File: src/rtl/fifo_pkg.sv
// Shared helpers and defaults for the async FIFO write side.
// Gray conversions take zero-extended values up to 32 bits; callers size-cast the result.
package fifo_pkg;
   localparam int ADDR_WIDTH_DEF = 8;
   localparam int DATA_WIDTH_DEF = 8;
   localparam int PTR_MAX_W      = 32;

   typedef logic [ADDR_WIDTH_DEF:0] ptr_t;

   function automatic logic [PTR_MAX_W-1:0] bin2gray(input logic [PTR_MAX_W-1:0] b);
      return b ^ (b >> 1);
   endfunction

   function automatic logic [PTR_MAX_W-1:0] gray2bin(input logic [PTR_MAX_W-1:0] g);
      logic [PTR_MAX_W-1:0] b;
      b[PTR_MAX_W-1] = g[PTR_MAX_W-1];
      for (int i = PTR_MAX_W-2; i >= 0; i--) begin
         b[i] = b[i+1] ^ g[i];
      end
      return b;
   endfunction
endpackage

File: src/rtl/rr_arbiter.sv
// Round-robin request picker: searches upward (circular) starting after i_rr_last.
module rr_arbiter #(
   parameter int NUM_REQ = 4
) (
   input  logic [NUM_REQ-1:0]         i_req,
   input  logic [$clog2(NUM_REQ)-1:0] i_rr_last,
   output logic [NUM_REQ-1:0]         o_gnt,
   output logic [$clog2(NUM_REQ)-1:0] o_idx
);
   localparam int IW = $clog2(NUM_REQ);

   logic          w_found;
   logic [IW-1:0] w_j;

   always_comb begin
      o_gnt   = '0;
      o_idx   = i_rr_last;
      w_found = 1'b0;
      w_j     = '0;
      for (int k = 1; k <= NUM_REQ; k++) begin
         w_j = IW'((int'(i_rr_last) + k) % NUM_REQ);
         if (!w_found && i_req[w_j]) begin
            w_found    = 1'b1;
            o_gnt[w_j] = 1'b1;
            o_idx      = w_j;
         end
      end
   end
endmodule

File: src/rtl/fifo_wr_arbiter.sv
// Async FIFO write side: arbitrates requesters, owns write pointers and full flags.
// Optional FIFO_WR_ARB_STATS_EN adds saturating stall/grant counters.
module fifo_wr_arbiter
   import fifo_pkg::*;
#(
   parameter int Addr_Width   = ADDR_WIDTH_DEF,
   parameter int Data_Width   = DATA_WIDTH_DEF,
   parameter int NUM_REQ      = 4,
   parameter int AFULL_THRESH = 4
) (
   input  logic                          wrclk,
   input  logic                          wr_rst,
   input  logic [NUM_REQ-1:0]            req,
   input  logic [NUM_REQ*Data_Width-1:0] wdata_in,
   input  logic [Addr_Width:0]           rptr_sync,
   output logic [NUM_REQ-1:0]            gnt,
   output logic                          wen,
   output logic [Addr_Width-1:0]         waddr,
   output logic [Data_Width-1:0]         wdata,
   output logic [Addr_Width:0]           wptr,
   output logic                          full,
   output logic                          almost_full
`ifdef FIFO_WR_ARB_STATS_EN
   ,
   output logic [15:0]                   stall_cnt,
   output logic [NUM_REQ*16-1:0]         gnt_cnt
`endif
);
   localparam int          PW    = Addr_Width + 1;
   localparam int          IW    = $clog2(NUM_REQ);
   localparam logic [31:0] DEPTH = 32'(1) << Addr_Width;

   logic [PW-1:0]         r_wbin;
   logic [IW-1:0]         r_rr_last;
   logic [NUM_REQ-1:0]    w_arb_gnt;
   logic [IW-1:0]         w_arb_idx;
   logic                  w_accept;
   logic [PW-1:0]         w_wbin_next;
   logic [PW-1:0]         w_wgray_next;
   logic [PW-1:0]         w_rbin;
   logic [PW-1:0]         w_fill;
   logic [Data_Width-1:0] w_sel_data;
   logic                  w_full_next;
   logic                  w_afull_next;

   rr_arbiter #(.NUM_REQ(NUM_REQ)) u_rr_arbiter (
      .i_req     (req),
      .i_rr_last (r_rr_last),
      .o_gnt     (w_arb_gnt),
      .o_idx     (w_arb_idx)
   );

   assign gnt          = (wr_rst || full) ? '0 : w_arb_gnt;
   assign w_accept     = |gnt;
   assign w_wbin_next  = r_wbin + PW'(w_accept);
   assign w_wgray_next = PW'(bin2gray(32'(w_wbin_next)));
   assign w_rbin       = PW'(gray2bin(32'(rptr_sync)));
   assign w_fill       = w_wbin_next - w_rbin;
   // Full when the write pointer is exactly one lap ahead of the read pointer.
   assign w_full_next  = (w_wgray_next == {~rptr_sync[Addr_Width -: 2], rptr_sync[Addr_Width-2:0]});
   assign w_afull_next = (DEPTH - 32'(w_fill)) <= 32'(AFULL_THRESH);

   always_comb begin
      w_sel_data = '0;
      for (int i = 0; i < NUM_REQ; i++) begin
         if (gnt[i]) w_sel_data = wdata_in[i*Data_Width +: Data_Width];
      end
   end

   always_ff @(posedge wrclk) begin
      if (wr_rst) begin
         r_wbin      <= '0;
         r_rr_last   <= IW'(NUM_REQ-1);
         wptr        <= '0;
         full        <= 1'b0;
         almost_full <= 1'b0;
         wen         <= 1'b0;
         waddr       <= '0;
         wdata       <= '0;
      end else begin
         r_wbin      <= w_wbin_next;
         wptr        <= w_wgray_next;
         full        <= w_full_next;
         almost_full <= w_afull_next;
         wen         <= w_accept;
         if (w_accept) begin
            waddr     <= r_wbin[Addr_Width-1:0];
            wdata     <= w_sel_data;
            r_rr_last <= w_arb_idx;
         end
      end
   end

`ifdef FIFO_WR_ARB_STATS_EN
   always_ff @(posedge wrclk) begin
      if (wr_rst) begin
         stall_cnt <= '0;
         gnt_cnt   <= '0;
      end else begin
         if ((|req) && full && (stall_cnt != 16'hFFFF)) stall_cnt <= stall_cnt + 16'd1;
         for (int i = 0; i < NUM_REQ; i++) begin
            if (gnt[i] && (gnt_cnt[i*16 +: 16] != 16'hFFFF))
               gnt_cnt[i*16 +: 16] <= gnt_cnt[i*16 +: 16] + 16'd1;
         end
      end
   end
`endif
endmodule

File: config.mk
export PLATFORM = sky130hd
export DESIGN_NAME = fifo_wr_arbiter
export DESIGN_NICKNAME = d
export VERILOG_FILES = /design/src/rtl/fifo_pkg.sv /design/src/rtl/rr_arbiter.sv /design/src/rtl/fifo_wr_arbiter.sv
export SDC_FILE = /design/constraint.sdc
export NUM_CORES = 1
export LEC_CHECK = 0
export BUFFER_PORTS_ARGS = -buffer_cell sky130_fd_sc_hd__buf_2
export CAP_MARGIN = 30
export CORE_MARGIN = 2
export CORE_UTILIZATION = 26
export CTS_CLUSTER_DIAMETER = 30
export CTS_CLUSTER_SIZE = 16
export DETAILED_ROUTE_END_ITERATION = 8
export PLACE_DENSITY = 0.42
export SYNTH_ARGS = -nofsm -noshare
export SYNTH_HDL_FRONTEND = slang
export SYNTH_SLANG_ARGS = --single-unit
File: constraint.sdc
create_clock -name wrclk -period 6.9 [get_ports wrclk]
set_clock_uncertainty 0.15 [all_clocks]
set_input_delay 0.69 -clock wrclk [delete_from_list [all_inputs] [get_ports wrclk]]
set_output_delay 0.69 -clock wrclk [all_outputs]
set_load 0.02 [all_outputs]
Word-level counts from Yosys, hierarchy flattened
Cells that the tools add are included.

Div/mod/pow operators: 0. Magnitude comparators: 9. Bitwise logic cells: 13. Reduce and logical (&&, ||, !) cells: 14. Shift-type cells: 0. Mux-type cells: 32. Multiply operators: 0. Add/subtract/negate cells: 7. Equality and inequality tests: 1.

Operator list (count): less-or-equal comparator 32 x 3 -> 1 bit, second input constant (1); two-way mux 8 bit (4); two-way mux 4 bit (5); less-than comparator 2 x 3 -> 1 bit, second input constant (4); OR 4 bit (3); two-way mux 1 bit (11); subtractor 9 x 9 -> 10 bit, first input constant (1); adder 9 x 1 -> 9 bit (1); == test 9 bit (1); subtractor 9 bit (1); bitwise XOR 9 x 8 -> 9 bit (1); binary-select mux 1 bit (select 2 bit) (4); demux 1 bit (select 2 bit) (4); >= comparator 2 x 1 -> 1 bit, second input constant (4); two-way mux 2 bit (4); bitwise XOR 1 bit (8); logical AND 1 bit (7); adder 2 x 1 -> 2 bit, second input constant (2); adder 2 bit, second input constant (2); nonzero test 4 bit (1); OR reduction 4 bit (1); logical NOT 1 bit (3); NOT 2 bit (1); AND reduction 2 bit (1); logical OR 1 bit (1).

Latch bits: 0. Memories kept: 0. Memory bits (writable): 0. Bits of input ports: 47. Output and inout port bits: 32. Logic and storage cells: 84. Flip-flop bits (word level): 39. Memory bits (read-only): 0.

Logic depth before layout (Yosys ltp)
Depth in word-level cells: 19. Depth in mapped cells: 23. Depth with buffers taken out: 20.

Cells and area by module
A second synthesis with hierarchy kept.

Cells, all modules: 388. Area total of the unflattened synthesis: 3050.4 µm².

By module, submodules not included: fifo_wr_arbiter (area each 2473.6 µm², instances 1, cells an instance 308); rr_arbiter (area each 576.8 µm², instances 1, cells an instance 80).

Worst setup path before layout
OpenSTA, ideal clock, no wires.

Path kind: register to register. From: register r_rr_last[0]. To: register almost_full. Path slack: 1.250 ns. Arrival: 5.429 ns. Stages on the path, launching flop included: 20. Clock period less this slack: 5.650 ns. Cell sequence: dfxtp_1 -> buf_6 -> inv_1 -> ha_1 -> mux4_1 -> nor2b_1 -> a221o_1 -> a22oi_4 -> nand4_2 -> buf_2 -> ha_1 -> ha_1 -> xor2_1 -> ha_1 -> a21o_1 -> a21oi_1 -> xnor2_1 -> or4_1 -> or4_1 -> mux2i_1.

Word-level cells in the longest chain between the ends: 19. Elaborated cells on any way between the ends: 54. Classes of those cells: add/sub (7); order compare (9); mux (24); bitwise (3); reduce/logical (11).

RTL lines: start, declared (line fifo_wr_arbiter.sv:34) `logic [IW-1:0] r_rr_last;`; start signal, assigned (line fifo_wr_arbiter.sv:73) `r_rr_last <= IW'(NUM_REQ-1);`; start signal, assigned (line fifo_wr_arbiter.sv:89) `r_rr_last <= w_arb_idx;`; parallel branches: the longest is 12 deep, another holds less-than comparator 2 x 3 -> 1 bit; two-way mux 4 bit (*) (line rr_arbiter.sv:22) `if (!w_found && i_req[w_j]) begin`; two-way mux 4 bit (*) (line fifo_wr_arbiter.sv:53) `assign gnt = (wr_rst || full) ? '0 : w_arb_gnt;`; OR reduction 4 bit (*) (line fifo_wr_arbiter.sv:54) `assign w_accept = |gnt;`; net w_accept (line fifo_wr_arbiter.sv:37) `logic w_accept;`; adder 9 x 1 -> 9 bit (*) (line fifo_wr_arbiter.sv:55) `assign w_wbin_next = r_wbin + PW'(w_accept);`; net w_wbin_next[2] (line fifo_wr_arbiter.sv:38) `logic [PW-1:0] w_wbin_next;`; subtractor 9 bit (*) (line fifo_wr_arbiter.sv:58) `assign w_fill = w_wbin_next - w_rbin;`; subtractor 9 x 9 -> 10 bit (*) (line fifo_wr_arbiter.sv:61) `assign w_afull_next = (DEPTH - 32'(w_fill)) <= 32'(AFULL_THRESH);`; less-or-equal comparator 32 x 3 -> 1 bit (*) (line fifo_wr_arbiter.sv:61); end signal, assigned (line fifo_wr_arbiter.sv:84) `almost_full <= w_afull_next;`; end, declared (line fifo_wr_arbiter.sv:22) `output logic almost_full`.

Mark *: on every way through the listed nets, which the timed path passes. The select of a mux whose other input is x is not followed. A chain may end at the register's enable or synchronous reset.

Worst setup path in the final report
From: register r_rr_last[0]. To: register almost_full.

Word-level cells in the longest chain between the ends: 19. Elaborated cells on any way between the ends: 54. Classes of those cells: add/sub (7); order compare (9); mux (24); bitwise (3); reduce/logical (11).

RTL lines (line): parallel branches: the longest is 12 deep, another holds less-than comparator 2 x 3 -> 1 bit; two-way mux 4 bit (*) (rr_arbiter.sv:22); two-way mux 4 bit (*) (fifo_wr_arbiter.sv:53); OR reduction 4 bit (*) (fifo_wr_arbiter.sv:54); adder 9 x 1 -> 9 bit (*) (fifo_wr_arbiter.sv:55); net w_wbin_next[1] (fifo_wr_arbiter.sv:38); subtractor 9 bit (*) (fifo_wr_arbiter.sv:58); subtractor 9 x 9 -> 10 bit (*) (fifo_wr_arbiter.sv:61); less-or-equal comparator 32 x 3 -> 1 bit (*) (fifo_wr_arbiter.sv:61).

Marks and branches as above.

==> results.sh <==
export IMPL_status="finished, final reports clean"
export IMPL_relSlewSlack_pct=50.1
export IMPL_fmax_ghz=0.166
export IMPL_p_per_area_mw_per_mm2=411
export IMPL_grt_overflow_total=0
export IMPL_holdBufCountCts=0
export IMPL_crit_path_end_kind="flip-flop"
export IMPL_p_switching_uw=651
export IMPL_drt_iter0_markers=76
export IMPL_post_route_util_pct=32.8
export IMPL_ys_top_cells_by_area="dfxtp_1 27%, ha_1 8.1%, xnor2_1 6.3%, xor2_1 5.0%, nor2_1 5.0%"
export IMPL_layout_commonest_cell="buf_2"
export IMPL_gp_congestion=0.803
export IMPL_setup_viol=0
export IMPL_viasPerCell=4.56
export IMPL_hold_depth=2
export IMPL_crit_fanout=18
export IMPL_numClockSinks=38
export IMPL_grt_first_pass_wirelength_mm=11.6
export IMPL_r2r_setup_slack_ns=0.89
export IMPL_wl_per_cell_um=13.3
export IMPL_hold_class="reg2reg"
export IMPL_grt_start_max_net_pins=40
export IMPL_crit_type="reg2reg"
export IMPL_synth_top_area_cell="dfxtp_1"
export IMPL_insertion_delay_ns=0.29
export IMPL_drv_cap=0
export IMPL_postCtsResizedCells=0
export IMPL_period_share_pct=87.1
export IMPL_core_area_mm2=0.0103
export IMPL_cts_max_level=2
export IMPL_timing_rr_start="r_rr_last[0]$_SDFFE_PP1P_"
export IMPL_initial_core_util_pct=26.9
export IMPL_p_leak_nw=1.59
export IMPL_wirelength_mm=7.13
export IMPL_firstDrtPassIters=4
export IMPL_final_layout_size_suffix_gt1_share_pct=25.9
export IMPL_nets=467
export IMPL_ys_types=55
export IMPL_critPathLaunch="r_rr_last[0]$_SDFFE_PP1P_"
export IMPL_antenna_cells=0
export IMPL_vias=2452
export IMPL_synthesis_area_mm2=0.00278
export IMPL_hpwl_mm=5.34
export IMPL_cts_tree="done"
export IMPL_cts_buffers_inserted=5
export IMPL_worstRegToRegCells=16
export IMPL_synthCells=322
export IMPL_post_cts_buffers=0
export IMPL_power_frac_comb_pct=65.3
export IMPL_die_w_um=107
export IMPL_syn_nets=388
export IMPL_seqPwrFrac_pct=22.9
export IMPL_final_max_slew_viol_count=0
export IMPL_ys_seq_elements=38
export IMPL_portBuffers=78
export IMPL_cp_endpoint="almost_full$_SDFF_PP0_"
export IMPL_track_usage_pct=12.5
export IMPL_clockPowerShare_pct=11.8
export IMPL_synth_edf_count=0
export IMPL_die_area_mm2=0.0115
export IMPL_tns_ns=0
export IMPL_first_global_vias=2371
export IMPL_path_clk_slew_ns=0.08
export IMPL_period_needed_ns=6.01
export IMPL_ys_async_sr_fraction_pct=0
export IMPL_worst_setup_path_start_kind="flip-flop"
export IMPL_final_cell_mix="78 x buf_2, 38 x dfxtp_1, 37 x nor2_1"
export IMPL_die_y_um=107
export IMPL_drcViolationCount=0
export IMPL_crit_required_ns=6.98
export IMPL_synth_ff_type="dfxtp_1"
export IMPL_tightest_slew_ns=0.748
export IMPL_syn_area_per_cell_um2=8.62
export IMPL_cp_arrival_ns=6.09
export IMPL_finalHoldViolCount=0
export IMPL_rsz0062_at_grt="no"
export IMPL_p_int_uw=740
export IMPL_yosysSeqAreaShare_pct=27.4
export IMPL_ys_warn_count=0
export IMPL_r2r_end="almost_full$_SDFF_PP0_"
export IMPL_cts_root_buffer="clkbuf_8"
export IMPL_vdd_drop_max_v=0.000144
export IMPL_cts_buffer_depth=2
export IMPL_rows=37
export IMPL_synth_top_area_share_pct=27.4
export IMPL_antenna_left=0
export IMPL_syn2layout_area_growth_pct=22.0
export IMPL_switching_share_pct=46.8
export IMPL_grt_antenna_before_repair=0
export IMPL_io_pins=79
[registers in the layout, summed over array words and instances (netlist names)]
| signal | cells |
|---|---|
| wen | 1 |
| full | 1 |
| r_wbin | 8 |
| wdata | 8 |
| almost_full | 1 |
| r_rr_last | 2 |
| waddr | 8 |
| wptr | 9 |
[worst min-delay path by stage]
stage / startpoint / endpoint / slack, ns
after floorplan: r_wbin[0]$_SDFF_PP0_ / waddr[0]$_SDFFE_PP0N_ / 0.28
after global placement: r_wbin[0]$_SDFF_PP0_ / waddr[0]$_SDFFE_PP0N_ / 0.30
after detailed placement: r_wbin[0]$_SDFF_PP0_ / waddr[0]$_SDFFE_PP0N_ / 0.31
after CTS: waddr[0]$_SDFFE_PP0N_ / waddr[0]$_SDFFE_PP0N_ / 0.33
after global routing: waddr[0]$_SDFFE_PP0N_ / waddr[0]$_SDFFE_PP0N_ / 0.35
final: waddr[6]$_SDFFE_PP0N_ / waddr[6]$_SDFFE_PP0N_ / 0.32
[cells by family after synthesis]
kind of cell               count (synthesis)  synth area share [%]
adders and majority gates                 19                  8.83
xor gates and xnor gates                  37                  12.2
buffers and inverters                     42                  7.48
muxes                                     11                  5.68
AOI/OAI and AO/OA                         68                  18.3
and+or+nand+nor                          107                  20.1
DFF                                       38                  27.4
[worst max-delay path, stage by stage (launching register included)]
cell and delay (ns):
dfxtp_1 0.72, inv_1 0.23, ha_1 0.44, mux4_1 0.59, nor2b_1 0.19, a221o_1 0.34, a22oi_4 0.42, nand4_2 0.17
ha_1 0.24, ha_1 0.40, fa_1 0.49, a21o_1 0.19, a21oi_1 0.25, xnor2_1 0.11, or4_1 0.49, or4_1 0.40
mux2i_1 0.13
[stage by stage]
| stage | cells | total power, mW | area [µm²] | hold WS (ns) | setup WS, ns |
|---|---|---|---|---|---|
| after floorplan | 322 | 1.04 | 2780 | 0.282 | 1.25 |
| after global placement | 530 | 1.24 | 3290 | 0.305 | 0.967 |
| after detailed placement | 530 | 1.23 | 3290 | 0.313 | 0.872 |
| after CTS | 538 | 1.41 | 3390 | 0.327 | 0.867 |
| after global routing | 538 | 1.53 | 3390 | 0.347 | 0.414 |
| final | 538 | 1.39 | 3390 | 0.320 | 0.891 |
[cells in the mapped netlist (all sizes together), types with 2 or more instances]
| master | instances |
|---|---|
| a21oi | 15 |
| a221o | 3 |
| a221oi | 7 |
| a22oi | 2 |
| a31oi | 2 |
| and2 | 4 |
| and3 | 4 |
| buf | 10 |
| dfxtp | 38 |
| ha | 18 |
| inv | 30 |
| mux2 | 2 |
| mux2i | 6 |
| mux4 | 3 |
| nand2 | 18 |
| nand2b | 10 |
| nand3 | 6 |
| nand3b | 3 |
| nand4 | 3 |
| nor2 | 37 |
| nor2b | 8 |
| nor3 | 3 |
| nor3b | 3 |
| o21ai | 20 |
| o22ai | 3 |
| o32ai | 7 |
| or4 | 2 |
| xnor2 | 20 |
| xor2 | 16 |
[area by class of cell]
| cell class | count | area [µm²] |
|---|---|---|
| Clock inverter | 2 | 12.5 |
| Tap cell | 136 | 170 |
| Fill cell | 1135 | 6940 |
| Sequential cell | 38 | 761 |
| Timing Repair Buffer | 84 | 435 |
| Clock buffer | 6 | 82.6 |
| Inverter | 30 | 118 |
| Multi-Input combinational cell | 242 | 1810 |
[power groups by stage]
stage,Combinational [mW],Clock [mW],Sequential [mW]
floorplan,0.688,0,0.350
global placement,0.912,0,0.324
detailed placement,0.910,0,0.325
CTS,0.916,0.173,0.320
global route,1.02,0.186,0.327
finish,0.909,0.165,0.318
[per-layer routing]
metal	vias to the layer above	track usage, %	wire length [µm]
met5	-	0	0
met2	50	20.4	3310
met1	1123	17.1	3470
met3	6	1.94	272
met4	0	3.30	76
li1	1273	-	-
(Power assumes the default switching activity.)
